--- src/rtl/shared_adder_arbiter.sv ---
`default_nettype none
// ============================================================================
// Module   : shared_adder_arbiter
// Purpose  : Round-robin arbiter sharing one registered W-bit adder between
//            NREQ requesters, with a single-entry tagged result register.
// Revision : 1.0  initial release
// ============================================================================
module shared_adder_arbiter #(
    parameter int W    = 8,
    parameter int NREQ = 4,
    parameter int IDW  = 2,
    parameter int CNTW = 16
) (
    input  logic              clk,
    input  logic              reset_,
    input  logic [NREQ-1:0]   req_valid,
    output logic [NREQ-1:0]   req_ready,
    input  logic [NREQ*W-1:0] req_a,
    input  logic [NREQ*W-1:0] req_b,
    input  logic [NREQ-1:0]   req_cin,
    output logic              rsp_valid,
    input  logic              rsp_ready,
    output logic [IDW-1:0]    rsp_id,
    output logic [W-1:0]      rsp_sum,
    output logic              rsp_carry,
    output logic [CNTW-1:0]   op_count
);

    logic           slot_free;
    logic           rsp_hs;
    logic           grant_any;
    logic           hi_found;
    logic           lo_found;
    logic [IDW-1:0] last;
    logic [IDW-1:0] grant_id;
    logic [IDW-1:0] hi_id;
    logic [IDW-1:0] lo_id;
    logic [W-1:0]   a_sel;
    logic [W-1:0]   b_sel;
    logic           cin_sel;
    logic [W:0]     sum;

    assign slot_free = !rsp_valid || rsp_ready;
    assign rsp_hs    = rsp_valid && rsp_ready;

    // Lowest requester above last wins; otherwise lowest at or below last.
    always_comb begin
        hi_found = 1'b0;
        lo_found = 1'b0;
        hi_id    = '0;
        lo_id    = '0;
        for (int i = NREQ - 1; i >= 0; i--) begin
            if (req_valid[i]) begin
                if (i > int'(last)) begin
                    hi_found = 1'b1;
                    hi_id    = IDW'(i);
                end else begin
                    lo_found = 1'b1;
                    lo_id    = IDW'(i);
                end
            end
        end
        grant_any = slot_free && (hi_found || lo_found);
        grant_id  = hi_found ? hi_id : lo_id;
    end

    always_comb begin
        req_ready = '0;
        a_sel     = '0;
        b_sel     = '0;
        cin_sel   = 1'b0;
        for (int i = 0; i < NREQ; i++) begin
            if (grant_id == IDW'(i)) begin
                req_ready[i] = grant_any;
                a_sel        = req_a[i*W +: W];
                b_sel        = req_b[i*W +: W];
                cin_sel      = req_cin[i];
            end
        end
    end

    assign sum = {1'b0, a_sel} + {1'b0, b_sel} + {{W{1'b0}}, cin_sel};

    always_ff @(posedge clk or negedge reset_) begin
        if (!reset_) begin
            rsp_valid <= 1'b0;
            rsp_id    <= '0;
            rsp_sum   <= '0;
            rsp_carry <= 1'b0;
            last      <= IDW'(NREQ - 1);
        end else if (grant_any) begin
            rsp_valid <= 1'b1;
            rsp_id    <= grant_id;
            rsp_sum   <= sum[W-1:0];
            rsp_carry <= sum[W];
            last      <= grant_id;
        end else if (rsp_hs) begin
            rsp_valid <= 1'b0;
        end
    end

    always_ff @(posedge clk or negedge reset_) begin
        if (!reset_) begin
            op_count <= '0;
        end else if (rsp_hs && (op_count != {CNTW{1'b1}})) begin
            op_count <= op_count + CNTW'(1);
        end
    end

endmodule
`default_nettype wire

--- config.mk ---
export PLATFORM = sky130hd
export DESIGN_NAME = shared_adder_arbiter
export DESIGN_NICKNAME = d
export VERILOG_FILES = /design/src/rtl/shared_adder_arbiter.sv
export SDC_FILE = /design/constraint.sdc
export NUM_CORES = 1
export LEC_CHECK = 0
export ABC_AREA = 1
export BUFFER_PORTS_ARGS = -buffer_cell sky130_fd_sc_hd__buf_4
export CAP_MARGIN = 25
export CORE_UTILIZATION = 37
export CTS_CLUSTER_SIZE = 14
export DETAILED_ROUTE_END_ITERATION = 10
export HOLD_SLACK_MARGIN = 0.06
export PLACE_DENSITY = 0.67
export SKIP_CTS_REPAIR_TIMING = 1
export SYNTH_ARGS = -nofsm -noshare
export SYNTH_HDL_FRONTEND = slang
export SYNTH_SLANG_ARGS = --single-unit
--- constraint.sdc ---
create_clock -name clk -period 2.8 [get_ports clk]
set_input_delay 0 -clock clk [delete_from_list [all_inputs] [get_ports clk]]
set_output_delay 0 -clock clk [all_outputs]
set_load 0.005 [all_outputs]
==> results.toml, run 1 <==
[clock_network]
path_clk_slew_ps = 60
cts_buffer_depth = 2
root_buffer = "clkbuf_8"
clk_latency_ps = 280
cts_sinks = 30
cts_buffers = 5
cts_tree = "built"
htree_levels = 2

[yosys]
synth_area_sq_mm = 0.00256
synth_top_cells_by_area = "dfrtp_1 (27%), nand2_1 (19%), nand3_1 (6.6%), inv_1 (5.7%), o21ai_0 (4.5%)"
ys_seq_area_frac = 0.294
synth-edff-count = 0
syn-num-nets = 457
async_flop_share = 1.00
synth.largest_area_cell = "dfrtp_1"
ys_types = 39
synth_ff_type = "dfrtp_1"
avgSynthCellArea_sq_um = 6.90
yosysTopAreaCellShare = 0.273
syn-instance-count = 372
ys_seq_elements = 30
synth_warnings = 0

[sta]
min_period_ps = 2780
fin_skew_ps = 6.26
timing.final.ws_setup_ps = 19.6
hold_viol_final = 0
max_freq_mhz = 360
setup_viol = 0
timing.final.crit_share = 0.993
slew_violations = 0
maxSlewHeadroom = 0.699
worstMarginPinSlew_ps = 447
grt_setup_unrepaired = "true"

[die]
initial_core_util = 0.393
fp-row-count = 29
die-area_sq_mm = 0.00727
core_sq_mm = 0.00653
die_h_microns = 85.3
ios = 107
die_width_microns = 85.3

[pwr]
power_frac_seq = 0.176
powerDensity_mw_per_mm2 = 1120
power.internal_mw = 2.37
switching_share = 0.455
max-vdd-ir-drop_mv = 0.580
p_comb_frac = 0.742
power_switching_mw = 1.98
clock_power_share = 0.082
leakagePower_nw = 2.07

[final_layout]
final_cell_mix = "buf_4 (133), nand2_1 (120), inv_1 (39), nand3_1 (32), dfrtp_1 (28)"
final_area_sq_mm = 0.00387
multi_input_area_sq_mm = 0.00169
nets = 594
seq_area_sq_um = 753
diodes = 0
nFillCells = 604
syn_to_final_growth_pct = 51.0
final_common_cell = "buf_4"
drive_gt1_frac = 0.386

[detailed_routing]
via_per_inst = 4.91
vias = 2880
drcViolationCount = 0
drt-total-wl_mm = 7.57
ant_nets = 0
drt_iter0_drc = 148
wl_per_cell_microns = 12.9
first_pass_iters = 4

[critical_path]
cp.arrival_ps = 3000
worstPathRequired_ps = 3020
path_class = "register to register"
endpoint_kind = "register"
reg2reg_depth = 17
path_max_fanout = 8
start_kind = "register"

[job]
maxCapViolCount = 0

[min_path]
hold_path_depth = 4
hold_class = "input pin to register"

[place]
pre_cts_ws_ps = -64.6
hpwl_mm = 5.97
place.gp.congestion = 0.891
portBuffers = 106
place_area_sq_mm = 0.00355

[global_route]
antenna_found_initial = 0
overflow = 0
grt_pass1_vias = 2741
grt_pass1_wl_mm = 11.9
track_usage = 0.202
grt_start_max_net_pins = 31

[outcome]
status = "completed"
==> sequential cells by signal, indices dropped and copies added, names as in the netlist <==
name	flops
last	2
op_count	16
rsp_carry	1
rsp_id	2
rsp_sum	8
rsp_valid	1
==> metal layers <==
metal,share of wire,track usage
met5,0,0
met3,0.069,0.0409
met4,0.015,0.0485
met1,0.43,0.252
met2,0.48,0.359
==> path summary, 6_finish.rpt <==
path                       startpoint           to  slack, ps
setup / recovery              last[1]    rsp_carry         20
hold / removal              rsp_ready    rsp_valid         30
setup reg to reg              last[1]    rsp_carry         20
hold reg to reg            rsp_sum[0]   rsp_sum[0]        490
max in group asynchronous      reset_      last[0]       2310
min in group asynchronous      reset_  op_count[3]        170
==> kinds of logic after synthesis <==
logic type | count (synthesis) | share of synthesized area
and+or+nand+nor | 231 | 0.426
buffers and inverters | 53 | 0.104
AOI/OAI and AO/OA | 34 | 0.0737
DFF | 30 | 0.294
xor gates and xnor gates | 14 | 0.0478
adders and majority gates | 10 | 0.0546
==> cells in the mapped netlist, types with 2 or more instances <==
cell type	count
dfstp_2	2
dfrtp_1	28
nor2_1	25
inv_4	2
fa_1	2
o21ai_0	23
nand2_2	5
buf_2	2
a21oi_2	2
nand3_2	2
nand4_1	14
ha_1	8
nor2_4	3
xnor2_1	3
a21oi_1	4
nand2_1	129
buf_12	2
nand3_1	34
inv_1	39
inv_2	2
buf_6	3
nand2_4	4
nor3_1	8
xor2_1	11
==> power groups by stage <==
stage / registers [mW] / logic, mW / clock network, mW
2_1_floorplan: 0.752 / 1.79 / 0
3_3_place_gp: 0.763 / 2.66 / 0
3_5_place_dp: 0.771 / 2.70 / 0
4_1_cts: 0.764 / 2.71 / 0.367
5_1_grt: 0.788 / 3.58 / 0.380
6_report: 0.765 / 3.23 / 0.358
==> stage by stage <==
| stage | TNS [ps] | cells | power [mW] | util | hold slack, ps |
|---|---|---|---|---|---|
| 3_5_place_dp | -158 | 568 | 3.47 | 0.544 | -52.1 |
| 4_1_cts | -201 | 576 | 3.84 | 0.558 | -362 |
| 2_1_floorplan | 0 | 372 | 2.54 | - | -296 |
| 5_1_grt | -488 | 587 | 4.74 | 0.593 | 64.1 |
| 6_report | 0 | 587 | 4.36 | 0.593 | 26.0 |
| 3_3_place_gp | 0 | 568 | 3.43 | 0.544 | -52.6 |
==> area by class of cell <==
class | instances | share of cell area
multi-input cells | 289 | 0.437
repair buffers | 138 | 0.274
clock inverters | 1 | 0.00129
flip-flops and latches | 30 | 0.194
well taps | 77 | 0.0249
inverters | 45 | 0.0455
clock buffers | 7 | 0.0223
==> critical path, cell delays in order, from the launching register on <==
cell	delay, ps
dfstp_2	590
nand2_2	80
nand2_4	90
nand2_4	70
inv_4	80
nand2_8	70
nand2_8	100
inv_4	40
nand2_4	100
nor2_1	40
o21bai_2	190
fa_2	410
fa_2	400
o21ai_2	160
nand4_1	100
nand3_1	70
nand2_1	50
nand2_1	70
Note: power is estimated with default switching activity, not from simulation.
==> run 2, diff against run 1 <==
Settings changed: PLACE_DENSITY 0.67 to 0.77.
==> results.toml, run 2 (synthesized netlist as in run 1, its figures left out) <==
[final_layout]
diodes = 0
final_cell_mix = "buf_4 (133), nand2_1 (116), inv_1 (38), nand3_1 (31), dfrtp_1 (28)"
final_common_cell = "buf_4"
largest_register_ffs = 16
syn_to_final_growth_pct = 54.6
drive_gt1_frac = 0.406
final_area_sq_mm = 0.00397
postLayoutCoreUtil = 0.607
nets = 599
largest-register = "op_count"
reg.largest.list = "op_count x16, rsp_sum x8"

[die]
fp-row-count = 29
die_width_microns = 85.3
die-area_sq_mm = 0.00727
ios = 107
die_h_microns = 85.3
initial_core_util = 0.393
core_sq_mm = 0.00653

[sta]
timing.final.crit_share = 1.01
maxSlewHeadroom = 0.677
setup_viol = 2
max_freq_mhz = 355
finalSetupTns_ps = -21.3
hold_viol_final = 0
worstMarginPinSlew_ps = 481
grt_setup_unrepaired = "true"
min_period_ps = 2810
timing.final.ws_setup_ps = -14.9
slew_violations = 0
fin_skew_ps = 8.04

[clock_network]
htree_levels = 2
clk_latency_ps = 280
cts_buffers = 5
cts_buffer_depth = 2
root_buffer = "clkbuf_8"
cts_tree = "built"
path_clk_slew_ps = 70
cts_sinks = 30

[detailed_routing]
wl_met1_mm = 3.26
vias = 2934
top_layer_used = "met4"
first_pass_iters = 4
drcViolationCount = 0
met2_length_mm = 3.92
ant_nets = 0
via_per_inst = 4.96
drt-total-wl_mm = 7.87
wl_per_cell_microns = 13.3
wl_met3_microns = 437
drt_iter0_drc = 66

[place]
place_area_sq_mm = 0.00352
hpwl_mm = 5.96
place.gp.congestion = 0.903
portBuffers = 106

[pwr]
powerDensity_mw_per_mm2 = 1130
power_switching_mw = 2.03
max-vdd-ir-drop_mv = 0.579
power.internal_mw = 2.45
switching_share = 0.454
p_total_mw = 4.48
p_comb_frac = 0.747
power_frac_seq = 0.173
clock_power_share = 0.081
leakagePower_nw = 2.10

[critical_path]
cp_cell_sequence = "nand2_2 -> nand2_4 -> buf_4 -> o21ai_1 -> a21oi_4 -> o21ai_0 -> nand2_2 -> a21oi_2 -> fa_2 -> fa_2 -> o31ai_2 -> nand2_1 -> nand2_1 -> o21ai_1"
crit_path_top_delay_cell = "dfstp_2"
cp_num_buf_inv = 1
endpoint_kind = "register"
path_max_fanout = 6
worstPathRequired_ps = 2970
cp.arrival_ps = 2990
crit_family = "compound AO/OA/AOI/OAI gates"
cpPeakStageDelay_ps = 600
path_class = "register to register"
start_kind = "register"

[global_route]
grt_start_max_net_pins = 31
antenna_found_initial = 0
overflow = 0
grt_pass1_vias = 2824
grt_pass1_wl_mm = 12.3
track_usage = 0.210

[outcome]
violations = "setup timing"
status = "finished with violations"

[min_path]
hold_class = "input pin to async pin"

[job]
maxCapViolCount = 0
[run 2: changes by cell type in the layout (fill, tap and decap cells not counted), moves of 2 or more]
cell and delta:
nand2_1 -4, nand2_2 +4, buf_6 +2, o21ai_0 +2
o21ai_1 -2
[run 2: worst register-to-register path: cells and delay by family, from the launching register on]
family / cells / cell delay, ps
compound gates: 6 / 830
fa+ha+maj: 2 / 730
buf+inv: 1 / 110
flops: 1 / 600
simple gates: 5 / 430
[run 2: layout make-up]
cell class / count / area (sq um)
multi-input cells: 290 / 1740
clock inverters: 1 / 5.00
inverters: 45 / 176
well taps: 77 / 96.3
clock buffers: 7 / 86.3
flip-flops and latches: 30 / 753
repair buffers: 142 / 1110
fillers: 567 / 2570
[run 2: per-stage QoR]
step,hold WS [ps],std cells,setup slack (ps)
final,177,592,-14.9
after global routing,211,592,-159
after CTS,-359,572,-125
after detailed placement,-50.5,564,-114
after global placement,-58.0,564,8.43
after floorplan,-296,372,7.95
[run 2: metal layers]
metal  vias up  track usage
li1       1472            -
met1      1311        0.248
met2       126        0.381
met3        25       0.0389
met4         0       0.0712
met5         -            0
[run 2: power by group through the flow]
stage	combinational [mW]	sequential (mW)	clock, mW
6_report	3.35	0.774	0.362
3_3_place_gp	2.58	0.765	0
3_5_place_dp	2.65	0.773	0
4_1_cts	2.66	0.768	0.371
2_1_floorplan	1.79	0.752	0
5_1_grt	3.69	0.794	0.394
[run 2: worst paths after layout]
| path | slack (ps) | end | start | depth (start not counted) |
|---|---|---|---|---|
| setup / recovery | -10 | rsp_sum[6] | last[1] | 14 |
| hold / removal | 180 | op_count[5] | reset_ | 2 |
| setup reg to reg | -10 | rsp_sum[6] | last[1] | 14 |
| hold reg to reg | 480 | rsp_carry | rsp_carry | 2 |
| max in group asynchronous | 2300 | last[0] | reset_ | 2 |
| min in group clk | 180 | rsp_id[1] | req_valid[1] | 6 |
==> run 3, diff against run 2 <==
Settings changed: CTS_BUF_LIST set to sky130_fd_sc_hd__clkbuf_8 sky130_fd_sc_hd__clkbuf_16.
==> results.toml, run 3 (synthesized netlist as in run 1, its figures left out) <==
[place]
pre_cts_ws_ps = -114
portBuffers = 106
hpwl_mm = 5.96
place.gp.congestion = 0.903

[critical_path]
cp.arrival_ps = 2990
startpoint = "last[1]"
reg2reg_depth = 14
path_max_fanout = 6
worstPathRequired_ps = 2970
r2r-start = "last[1]"
start_kind = "register"
path_class = "register to register"
endpoint_kind = "register"

[final_layout]
postLayoutCoreUtil = 0.607
nets = 599
diodes = 0
multi_input_area_sq_mm = 0.00174
largest-register = "op_count"
final_cell_mix = "buf_4 (133), nand2_1 (116), inv_1 (39), nand3_1 (31), dfrtp_1 (28)"
largest_register_ffs = 16
final_common_cell = "buf_4"
nFillCells = 567
reg.largest.list = "op_count x16, rsp_sum x8"
drive_gt1_frac = 0.406
seq_area_sq_um = 753
syn_to_final_growth_pct = 54.6

[clock_network]
clk_latency_ps = 280
root_buffer = "clkbuf_8"
cts_buffers = 5
cts_buffer_depth = 2
cts_tree = "built"
path_clk_slew_ps = 70
htree_levels = 2
cts_sinks = 30

[die]
die_h_microns = 85.3
ios = 107
die_width_microns = 85.3
fp-row-count = 29
core_sq_mm = 0.00653
initial_core_util = 0.393
die-area_sq_mm = 0.00727

[global_route]
overflow = 0
grt_pass1_wl_mm = 12.3
use_met2 = 0.381
use_met3 = 0.0389
track_usage = 0.210
antenna_found_initial = 0
grt_pass1_vias = 2822
use_met1 = 0.249
busiest_layer = "met2"
grt_start_max_net_pins = 31

[detailed_routing]
vias = 2925
drcViolationCount = 0
drt_iter0_drc = 61
ant_nets = 0
first_pass_iters = 4
wl_per_cell_microns = 13.3
drt-total-wl_mm = 7.86
via_per_inst = 4.94

[sta]
timing.final.crit_share = 1.01
worstMarginPinSlew_ps = 481
fin_skew_ps = 8.50
grt_setup_unrepaired = "true"
min_period_ps = 2820
maxSlewHeadroom = 0.677
slew_violations = 0
setup_viol = 2
timing.final.ws_setup_ps = -15.1
max_freq_mhz = 355
hold_viol_final = 0

[pwr]
max-vdd-ir-drop_mv = 0.579
leakagePower_nw = 2.10
powerDensity_mw_per_mm2 = 1130

[min_path]
hold_class = "input pin to async pin"

[job]
maxCapViolCount = 0

[outcome]
violations = "setup timing"
status = "finished with violations"
==> run 3: cell types whose count changed in the layout (fill, tap and decap cells not counted) <==
cell,delta
clkbuf_1,-1
inv_1,+1
==> run 3: power by group <==
group / internal [mW] / switching [mW] / leakage (nW)
Clock: 0.194 / 0.165 / 0.0524
Combinational: 1.63 / 1.71 / 1.68
Sequential: 0.617 / 0.157 / 0.369
Total: 2.45 / 2.04 / 2.10
==> run 3: layout make-up <==
class	instances	share of cell area
Inverter	45	0.0445
Clock inverter	2	0.00221
Sequential cell	30	0.190
Multi-Input combinational cell	290	0.438
Tap cell	77	0.0243
Clock buffer	6	0.0208
Timing Repair Buffer	142	0.280
==> run 3: final timing paths <==
| check | end | slack [ps] |
|---|---|---|
| max | rsp_sum[6] | -20 |
| min | op_count[2] | 180 |
| max reg2reg | rsp_sum[6] | -20 |
| min reg2reg | rsp_carry | 480 |
| max in group asynchronous | last[0] | 2300 |
| min in group clk | rsp_id[1] | 180 |
==> run 3: stage by stage <==
step                power (mW)  area (sq um)  TNS, ps  std cells  hold WS [ps]
finish                    4.48          3970    -21.9        592           177
global route              4.88          3970     -638        592           209
CTS                       3.80          3610     -408        572          -359
detailed placement        3.43          3520     -356        564         -50.5
global placement          3.34          3520        0        564         -58.0
floorplan                 2.54          2580        0        372          -296
==> run 3: routing by layer <==
layer	part of all wire	wire, microns	up-vias
met5	0	0	-
met4	0.031	246	0
met3	0.055	436	25
met2	0.50	3920	122
met1	0.41	3260	1305
li1	-	-	1473
==> run 3: critical path, stage by stage (launching register included) <==
cell     delay, ps
dfstp_2        600
nand2_2         90
nand2_4         90
buf_4          110
o21ai_1         90
a21oi_4        200
o21ai_0        200
nand2_2        110
a21oi_2         60
fa_2           350
fa_2           380
o31ai_2        230
nand2_1         80
nand2_1         60
o21ai_1         50
